## src/rtl/fsm_reach_if.sv

```systemverilog
// Sampling/record bundle between a bench (or debug host) and the reachability monitor.
// The master drives the sampled state bus; the slave (the monitor) returns the records.
interface fsm_reach_if #(
    parameter int STATE_W = 2,
    parameter int CNT_W   = 8
);
    logic                          sample_en;
    logic [STATE_W-1:0]            state_in;
    logic                          clear;
    logic [2**STATE_W-1:0]         visited;
    logic [2**(2*STATE_W)-1:0]     trans_seen;
    logic [CNT_W-1:0]              trans_count;
    logic                          all_visited;
    logic                          illegal_flag;
    logic [STATE_W-1:0]            illegal_state;
    logic                          stuck_flag;
    logic                          busy;

    modport master (
        output sample_en, state_in, clear,
        input  visited, trans_seen, trans_count, all_visited,
               illegal_flag, illegal_state, stuck_flag, busy
    );

    modport slave (
        input  sample_en, state_in, clear,
        output visited, trans_seen, trans_count, all_visited,
               illegal_flag, illegal_state, stuck_flag, busy
    );
endinterface

```

## src/rtl/fsm_reach_monitor.sv

```systemverilog
// Runtime reachability checker for an encoded FSM state register.
// Records visited states, taken transitions and a saturating change count;
// flags the first illegal encoding (freezing all records) and stuck states.
//
// state | meaning
// ------+-------------------------------------------------------------
// ARMED | no legal sample since reset/clear; no previous state yet
// TRACK | previous state known; recording visits/transitions/dwell
// FAULT | illegal encoding seen; records frozen until clear/rst
module fsm_reach_monitor #(
    parameter int STATE_W     = 2,
    parameter int NUM_STATES  = 3,
    parameter int STUCK_LIMIT = 16,
    parameter int CNT_W       = 8
) (
    input  logic         clk,
    input  logic         rst,
    fsm_reach_if.slave   mon
);
    localparam int DW = $clog2(STUCK_LIMIT + 1);
    localparam logic [DW-1:0]      LIMIT = DW'(STUCK_LIMIT);
    // One extra bit so NUM_STATES == 2**STATE_W makes every encoding legal.
    localparam logic [STATE_W:0]   NUM_S = (STATE_W + 1)'(NUM_STATES);

    typedef enum logic [1:0] {ARMED, TRACK, FAULT} state_t;

    state_t                        state_r;
    logic [STATE_W-1:0]            prev_r;
    logic [DW-1:0]                 dwell_r;
    logic [2**STATE_W-1:0]         visited_r;
    logic [2**(2*STATE_W)-1:0]     trans_r;
    logic [CNT_W-1:0]              count_r;
    logic                          illegal_r;
    logic [STATE_W-1:0]            illegal_state_r;
    logic                          stuck_r;
    logic                          legal;

    assign legal = ({1'b0, mon.state_in} < NUM_S);

    // Sequencer and record registers; clear wins over a same-cycle sample.
    always_ff @(posedge clk or posedge rst) begin
        if (rst) begin
            state_r         <= ARMED;
            prev_r          <= '0;
            dwell_r         <= '0;
            visited_r       <= '0;
            trans_r         <= '0;
            count_r         <= '0;
            illegal_r       <= 1'b0;
            illegal_state_r <= '0;
            stuck_r         <= 1'b0;
        end else if (mon.clear) begin
            state_r         <= ARMED;
            prev_r          <= '0;
            dwell_r         <= '0;
            visited_r       <= '0;
            trans_r         <= '0;
            count_r         <= '0;
            illegal_r       <= 1'b0;
            illegal_state_r <= '0;
            stuck_r         <= 1'b0;
        end else if (mon.sample_en && state_r != FAULT) begin
            if (!legal) begin
                state_r <= FAULT;
                if (!illegal_r) begin
                    illegal_r       <= 1'b1;
                    illegal_state_r <= mon.state_in;
                end
            end else if (state_r == ARMED) begin
                visited_r[mon.state_in] <= 1'b1;
                prev_r                  <= mon.state_in;
                dwell_r                 <= DW'(1);
                state_r                 <= TRACK;
            end else if (mon.state_in != prev_r) begin
                visited_r[mon.state_in]      <= 1'b1;
                trans_r[{prev_r, mon.state_in}] <= 1'b1;
                if (count_r != '1)
                    count_r <= count_r + 1'b1;
                dwell_r <= DW'(1);
                prev_r  <= mon.state_in;
            end else if (dwell_r != LIMIT) begin
                dwell_r <= dwell_r + 1'b1;
                if (dwell_r == LIMIT - 1'b1)
                    stuck_r <= 1'b1;
            end
        end
    end

    // Outputs are the registers themselves; derived flags decode registered state only.
    always_comb begin
        mon.visited       = visited_r;
        mon.trans_seen    = trans_r;
        mon.trans_count   = count_r;
        mon.all_visited   = &visited_r[NUM_STATES-1:0];
        mon.illegal_flag  = illegal_r;
        mon.illegal_state = illegal_state_r;
        mon.stuck_flag    = stuck_r;
        mon.busy          = (state_r == TRACK);
    end
endmodule

```

## src/flat_wrapper.sv

```systemverilog
// flat-port wrapper written by rule: the top's interface ports become plain ports
module fsm_reach_monitor_flat 
#(
    parameter int STATE_W     = 2,
    parameter int NUM_STATES  = 3,
    parameter int STUCK_LIMIT = 16,
    parameter int CNT_W       = 8
)
  (clk, rst, mon_sample_en, mon_state_in, mon_clear, mon_visited, mon_trans_seen, mon_trans_count, mon_all_visited, mon_illegal_flag, mon_illegal_state, mon_stuck_flag, mon_busy);
  fsm_reach_if #(.STATE_W(STATE_W), .CNT_W(CNT_W)) mon_i ();
  input  logic clk;
  input  logic rst;
  input wire logic [$bits(mon_i.sample_en)-1:0] mon_sample_en;
  input wire logic [$bits(mon_i.state_in)-1:0] mon_state_in;
  input wire logic [$bits(mon_i.clear)-1:0] mon_clear;
  output wire logic [$bits(mon_i.visited)-1:0] mon_visited;
  output wire logic [$bits(mon_i.trans_seen)-1:0] mon_trans_seen;
  output wire logic [$bits(mon_i.trans_count)-1:0] mon_trans_count;
  output wire logic [$bits(mon_i.all_visited)-1:0] mon_all_visited;
  output wire logic [$bits(mon_i.illegal_flag)-1:0] mon_illegal_flag;
  output wire logic [$bits(mon_i.illegal_state)-1:0] mon_illegal_state;
  output wire logic [$bits(mon_i.stuck_flag)-1:0] mon_stuck_flag;
  output wire logic [$bits(mon_i.busy)-1:0] mon_busy;
  assign mon_i.sample_en = mon_sample_en;
  assign mon_i.state_in = mon_state_in;
  assign mon_i.clear = mon_clear;
  assign mon_visited = mon_i.visited;
  assign mon_trans_seen = mon_i.trans_seen;
  assign mon_trans_count = mon_i.trans_count;
  assign mon_all_visited = mon_i.all_visited;
  assign mon_illegal_flag = mon_i.illegal_flag;
  assign mon_illegal_state = mon_i.illegal_state;
  assign mon_stuck_flag = mon_i.stuck_flag;
  assign mon_busy = mon_i.busy;
  fsm_reach_monitor #(.STATE_W(STATE_W), .NUM_STATES(NUM_STATES), .STUCK_LIMIT(STUCK_LIMIT), .CNT_W(CNT_W)) u_core (.clk(clk), .rst(rst), .mon(mon_i));
endmodule
```

## config.mk

```make
export PLATFORM = sky130hd
export DESIGN_NAME = fsm_reach_monitor_flat
export DESIGN_NICKNAME = d
export VERILOG_FILES = /design/src/rtl/fsm_reach_if.sv /design/src/rtl/fsm_reach_monitor.sv /design/src/flat_wrapper.sv
export SDC_FILE = /design/constraint.sdc
export NUM_CORES = 1
export LEC_CHECK = 0
export ABC_CLOCK_PERIOD_IN_PS = 2800
export CAP_MARGIN = 20
export CORE_UTILIZATION = 50
export CTS_CLUSTER_DIAMETER = 80
export DETAILED_ROUTE_END_ITERATION = 16
export PLACE_DENSITY = 0.82
export SLEW_MARGIN = 0
export SYNTH_ARGS = -nofsm -noshare
export SYNTH_HDL_FRONTEND = slang
export SYNTH_SLANG_ARGS = --single-unit
```

## constraint.sdc

```tcl
create_clock -name clk -period 2.8 [get_ports clk]
set_input_delay 0.56 -clock clk [delete_from_list [all_inputs] [get_ports clk]]
set_output_delay 0.56 -clock clk [all_outputs]
set_load 0.03 [all_outputs]
```

==> results of run 1 <==
-- critical path: stages --
cell and delay [ns]:
clkdlybuf4s50_1 0.55, nand2_2 0.13, or2_0 0.24, o32ai_2 0.22
nor3b_2 0.23, mux2_1 0.34
-- area by class of cell --
type	count	area, sq um	area share (%)
sequential	41	1030	41.1
timing repair buffer	43	420	16.9
tap	48	60.1	2.41
multi-input combinational	135	842	33.8
clock buffer	7	96.3	3.86
inverter	12	45.0	1.81
clock inverter	1	5.00	0.201
-- layout by cell type (no fill, tap or decap), drive strengths merged, types with 3 or more instances in the layout --
master,Yosys,layout
a21oi,19,19
and3,5,5
buf,9,4
clkbuf,1,7
clkdlybuf4s50,0,39
dfrtp,41,41
ha,4,4
inv,12,12
mux2,3,3
nand2,12,12
nand3,6,6
nand4,3,3
nor2,32,32
nor2b,13,13
nor3,6,6
nor4,3,3
o21ai,3,3
-- registers in the layout, indices dropped and copies added, names as in the netlist --
name                      cells
u_core.dwell_r                5
u_core.prev_r                 2
u_core.mon.illegal_state      2
u_core.state_r                2
u_core.mon.trans_seen        16
u_core.mon.stuck_flag         1
u_core.mon.trans_count        8
u_core.mon.visited            4
u_core.mon.illegal_flag       1
-- through the flow --
step | total power, W | hold WS [ns]
floorplan | 0.000711 | 0.513
global placement | 0.000746 | 0.479
detailed placement | 0.000751 | 0.485
CTS | 0.00117 | 0.504
global route | 0.00120 | 0.516
finish | 0.00116 | 0.495
-- per-layer routing --
layer	vias to the layer above	share of wire [%]
met3	7	3.3
li1	760	-
met4	0	1.3
met2	30	51
met1	769	45
met5	-	0
-- kinds of logic (layout without fill, tap and decap cells) --
logic type,after synthesis,after routing,share of synthesized area (%)
xor+xnor,2,2,0.886
mux,4,4,2.22
compound gates,37,37,13.2
buf+inv,22,63,5.51
simple gates,88,88,23.7
fa+ha+maj,4,4,2.53
flops,41,41,51.9
-- power by group through the flow --
stage / logic [W] / registers, W / clock network, W
global placement: 0.000120 / 0.000626 / 0
global route: 0.000137 / 0.000616 / 0.000450
finish: 0.000124 / 0.000614 / 0.000420
floorplan: 0.0000779 / 0.000633 / 0
detailed placement: 0.000125 / 0.000626 / 0
CTS: 0.000125 / 0.000614 / 0.000430
-- worst max path at each step --
| stage | startpoint | end | cells past startpoint |
|---|---|---|---|
| after floorplan | mon_state_in[1] | u_core.mon.trans_count[3]$_DFFE_PP0P_ | 5 |
| after global placement | mon_sample_en | u_core.mon.trans_count[3]$_DFFE_PP0P_ | 6 |
| after detailed placement | mon_sample_en | u_core.mon.trans_count[3]$_DFFE_PP0P_ | 6 |
| after CTS | u_core.state_r[0]$_DFFE_PP0P_ | mon_busy | 2 |
| after global routing | mon_sample_en | u_core.mon.trans_count[3]$_DFFE_PP0P_ | 6 |
| final | mon_sample_en | u_core.mon.trans_count[3]$_DFFE_PP0P_ | 6 |
==> results by group, run 1 <==
Synthesis
  – Mapped cell area: 1980 sq um
  – Post-synth top area share: 51.9%
  – Most common cell in the netlist: dfrtp_1
  – Number of synthesized register bits: 41
  – YS warnings: 0
  – Top cells by area, synth: dfrtp_1 52%, nor2_1 6.1%, a21oi_1 4.6%
  – Register area share after synthesis: 51.9%
  – Post-Synthesis Net Count: 208
  – Post-synthesis average cell area: 9.98 sq um
  – Yosys top cell by area: dfrtp_1
  – Post-Synthesis Cells: 198
  – Most used DFF post-synth: dfrtp_1
  – Post-synth EDFFs: 0
  – Commonest cells post-synth: 41 x dfrtp_1, 32 x nor2_1, 18 x a21oi_1
  – Synth unique cells: 45
  – Ys async rst share: 100%

STA
  – Minimum clock period: 2.10 ns
  – Clock skew: 0.00811 ns
  – Setup TNS: 0 ns
  – F_max: 476 MHz
  – RSZ-0062 raised after global routing: false
  – Final hold viol count: 0
  – Relative slew slack: 62.4%
  – Final Slew Violations: 0
  – Fin crit share: 75.1%
  – Final WS setup: 0.697 ns
  – Setup violations, final: 0
  – Slew @ Worst Pin: 0.557 ns

Clock tree
  – Maximum clock insertion buffer count: 2
  – CTS sink cnt: 41
  – Setup bufs post-CTS: 0
  – Worst-skew pair later-pin latency: 0.29 ns
  – Clock-pin slew on the worst setup and hold paths: 0.07 ns
  – Clock root buffer master: clkbuf_8
  – H-Tree Depth: 2
  – Post-cts sizing count: 0
  – CTS tree: yes
  – Hold_buf cts: 0
  – Num CTS Buffers: 5

Floorplan
  – Placeable Area: 3720 sq um
  – IO Count: 40
  – Initial Utilization: 53.2%
  – # rows: 22
  – Width of the die: 64.9 microns
  – Die Y-Extent: 64.9 microns
  – Die area: 4210 sq um

Global routing
  – Met2 usage: 37.4%
  – Gr busiest metal: met2
  – First-pass GRT wire length: 7000 microns
  – Number of global-route vias before repair: 1612
  – Met1 track demand over resource: 26.8%
  – All-Layer GR Usage: 22.0%
  – Grt ovf: 0
  – Largest net degree at the start of global routing: 42
  – M3 GR Usage: 4.05%
  – Initial antenna violation count: 0

Worst setup path
  – Nature of the critical path endpoint: flop
  – CP arrival: 2.27 ns
  – Crit Path Max Fanout: 5
  – R2R Path End: u_core.mon.trans_count[3]$_DFFE_PP0P_
  – Worst reg2reg path depth: 5
  – CP Data Required Time: 2.97 ns
  – R2r setup slk: 1.08 ns
  – Startpoint Class: primary input
  – Critical path class: primary input to flop
  – Worst r2r src: u_core.prev_r[1]$_DFFE_PP0P_

Placed design
  – Count of input and output buffers: 39
  – Post-DP HPWL: 3020 microns
  – Placed instance area: 2390 sq um
  – Placer Congestion: 0.826
  – Placed instance count: 279
  – Post-Place Setup Slack: 0.407 ns

Power
  – Power Density: 464 nW/um^2
  – Sequential Power Share: 53.0%
  – Net switching power: 0.000290 W
  – Worst IR drop on VDD: 0.281 mV
  – P_leak: 1.08 nW
  – Pint: 0.000869 W
  – Clock power frac: 36.3%
  – Combinational power share: 10.7%
  – Switch share: 25.0%

Routing
  – WL/cell: 14.5 microns
  – Drt initial violations: 73
  – # DRC: 0
  – Final ANT Viol Nets: 0
  – DR vias: 1566
  – Post-Route WL: 4160 microns
  – Vias per cell: 5.46
  – Drt pass-1 iters: 4

Finish
  – Design area: 2490 sq um
  – Area grow syn2layout: 26.2%
  – Post-layout util: 67.1%
  – Layout cells sized above 1: 8.79%
  – Post-layout nets: 248
  – Fillers: 322
  – Fin cells: 287
  – Antenna Cells: 0

Min path
  – Hold WC Path Type: flop to flop
  – Hold_sp: u_core.mon.trans_seen[9]$_DFFE_PP0P_
  – Hold-critical path depth: 1
  – Worst Hold Path EP: u_core.mon.trans_seen[9]$_DFFE_PP0P_

Flow run
  – Max Cap Violations: 0

Run status
  – Status: finished clean
Power figures use the tool's default switching activity.
==> run 2: changes to the inputs <==
Settings changed: ABC_CLOCK_PERIOD_IN_PS 2800 to 2000.
Clock period 2.8 ns to 2 ns, I/O delays scaled along.
==> run 2 against run 1 <==
Effect of this change:
- sequential cell count did not move
- non-clock buffer count rose by 9
- critical path type unchanged
- worst setup slack got worse by 0.60 ns
- critical path depth did not move
- critical endpoint unchanged
- worst hold slack improved by 0.0031 ns
- first-iteration DRC count fell by 9.6%
- sequential power rose by 40%
- sequential share of layout area fell by 1.3 points
==> results by group, run 2 (synthesized netlist as in run 1, its figures left out) <==
Run status
  – Status: finished clean

Power
  – P_leak: 1.14 nW
  – Clock power frac: 35.9%
  – Net switching power: 0.000408 W
  – Sequential Power Share: 52.5%
  – Pint: 0.00123 W
  – Combinational power share: 11.5%
  – Power Density: 635 nW/um^2
  – Switch share: 24.9%
  – Worst IR drop on VDD: 0.613 mV

Global routing
  – Met2 usage: 34.4%
  – All-Layer GR Usage: 21.5%
  – Number of global-route vias before repair: 1546
  – M3 GR Usage: 5.81%
  – Gr busiest metal: met2
  – Grt ovf: 0
  – Largest net degree at the start of global routing: 42
  – Met1 track demand over resource: 28.5%
  – Initial antenna violation count: 0
  – First-pass GRT wire length: 6910 microns

Finish
  – Layout cells sized above 1: 12.1%
  – Commonest cells after routing, fill and taps aside: 41 x dfrtp_1, 38 x clkdlybuf4s50_1, 32 x nor2_1, 18 x a21oi_1
  – Most common cell after layout, fill and taps aside: dfrtp_1
  – Post-layout nets: 257
  – Fin cells: 296
  – Max FFs per register: 16
  – Antenna Cells: 0
  – Post-layout util: 69.3%
  – Area grow syn2layout: 30.3%

Placed design
  – Placed instance count: 288
  – Placer Congestion: 0.862
  – Post-DP HPWL: 2860 microns
  – Count of input and output buffers: 39

STA
  – Relative slew slack: 65.2%
  – Slew @ Worst Pin: 0.523 ns
  – F_max: 527 MHz
  – Final hold viol count: 0
  – RSZ-0062 raised after global routing: false
  – Minimum clock period: 1.90 ns
  – Setup violations, final: 0
  – Clock skew: 0.00640 ns
  – Final Slew Violations: 0
  – Fin crit share: 94.9%

Clock tree
  – Clock root buffer master: clkbuf_8
  – H-Tree Depth: 2
  – CTS sink cnt: 41
  – Maximum clock insertion buffer count: 2
  – Hold_buf cts: 0
  – Clock-pin slew on the worst setup and hold paths: 0.07 ns
  – Setup bufs post-CTS: 0
  – CTS tree: yes
  – Post-cts sizing count: 0
  – Num CTS Buffers: 5
  – Worst-skew pair later-pin latency: 0.29 ns

Worst setup path
  – CP Data Required Time: 2.18 ns
  – Worst r2r src: u_core.prev_r[1]$_DFFE_PP0P_
  – Crit path from: mon_sample_en
  – Critical path class: primary input to flop
  – Crit Path Max Fanout: 5
  – Nature of the critical path endpoint: flop
  – CP arrival: 2.07 ns
  – Startpoint Class: primary input

Floorplan
  – # rows: 22
  – Die area: 4210 sq um
  – Die Y-Extent: 64.9 microns
  – Initial Utilization: 53.2%
  – IO Count: 40
  – Width of the die: 64.9 microns
  – Placeable Area: 3720 sq um

Min path
  – Hold_sp: u_core.mon.trans_seen[1]$_DFFE_PP0P_
  – Hold WC Path Type: flop to flop

Routing
  – WL/cell: 13.6 microns
  – Vias per cell: 5.35
  – Drt pass-1 iters: 4
  – DR vias: 1584
  – Drt initial violations: 66
  – # DRC: 0
  – Post-Route WL: 4040 microns
  – Final ANT Viol Nets: 0

Flow run
  – Max Cap Violations: 0
## run 2: cell count changes in the layout (fill, tap and decap cells not counted)
cell,previous run,this run
o32ai_4,0,1
o32ai_2,1,0
buf_4,4,13
clkdlybuf4s50_1,39,38
dlymetal6s2s_1,0,1
## run 2: final cells by class
class	instances	area (sq um)
repair buffers	52	490
well taps	48	60.1
flip-flops and latches	41	1030
multi-input cells	135	853
fillers	302	1140
inverters	12	45.0
clock buffers	7	96.3
clock inverters	1	5.00
## run 2: final timing paths
check,slack [ns],endpoint,cells after the start
max,0.10,u_core.mon.trans_count[3]$_DFFE_PP0P_,6
min reg2reg,0.50,u_core.mon.trans_seen[1]$_DFFE_PP0P_,1
min,0.50,u_core.mon.trans_seen[1]$_DFFE_PP0P_,1
min in group asynchronous,0.54,u_core.mon.trans_seen[10]$_DFFE_PP0P_,3
max reg2reg,0.28,u_core.mon.trans_count[3]$_DFFE_PP0P_,5
max in group asynchronous,1.11,u_core.dwell_r[1]$_DFFE_PP0P_,3
## run 2: through the flow
| step | setup WS [ns] | area [sq um] | hold WS, ns | total power [W] | setup TNS [ns] |
|---|---|---|---|---|---|
| floorplan | 0.301 | 1980 | 0.513 | 0.000996 | 0 |
| global placement | -0.176 | 2460 | 0.477 | 0.00106 | -1.00 |
| detailed placement | -0.254 | 2460 | 0.481 | 0.00106 | -1.50 |
| finish | 0.102 | 2580 | 0.498 | 0.00164 | 0 |
| global route | 0.0314 | 2580 | 0.518 | 0.00171 | 0 |
| CTS | 0.0566 | 2560 | 0.502 | 0.00165 | 0 |
## run 2: metal layers
| layer | vias up | share of wire [%] | wire length [microns] |
|---|---|---|---|
| li1 | 780 | - | - |
| met1 | 756 | 46 | 1880 |
| met2 | 39 | 47 | 1910 |
| met3 | 9 | 4.4 | 178 |
| met4 | 0 | 1.8 | 71 |
| met5 | - | 0 | 0 |
## run 2: power by group through the flow
| stage | sequential, W | combinational (W) | clock [W] |
|---|---|---|---|
| floorplan | 0.000887 | 0.000109 | 0 |
| global placement | 0.000875 | 0.000182 | 0 |
| detailed placement | 0.000876 | 0.000186 | 0 |
| global route | 0.000862 | 0.000210 | 0.000639 |
| CTS | 0.000859 | 0.000187 | 0.000606 |
| finish | 0.000860 | 0.000188 | 0.000588 |
## run 2: worst max-delay path, stage by stage
cell,delay (ns)
clkdlybuf4s50_1,0.54
nand2_2,0.11
or2_0,0.26
o32ai_4,0.18
nor3b_2,0.24
mux2_1,0.34
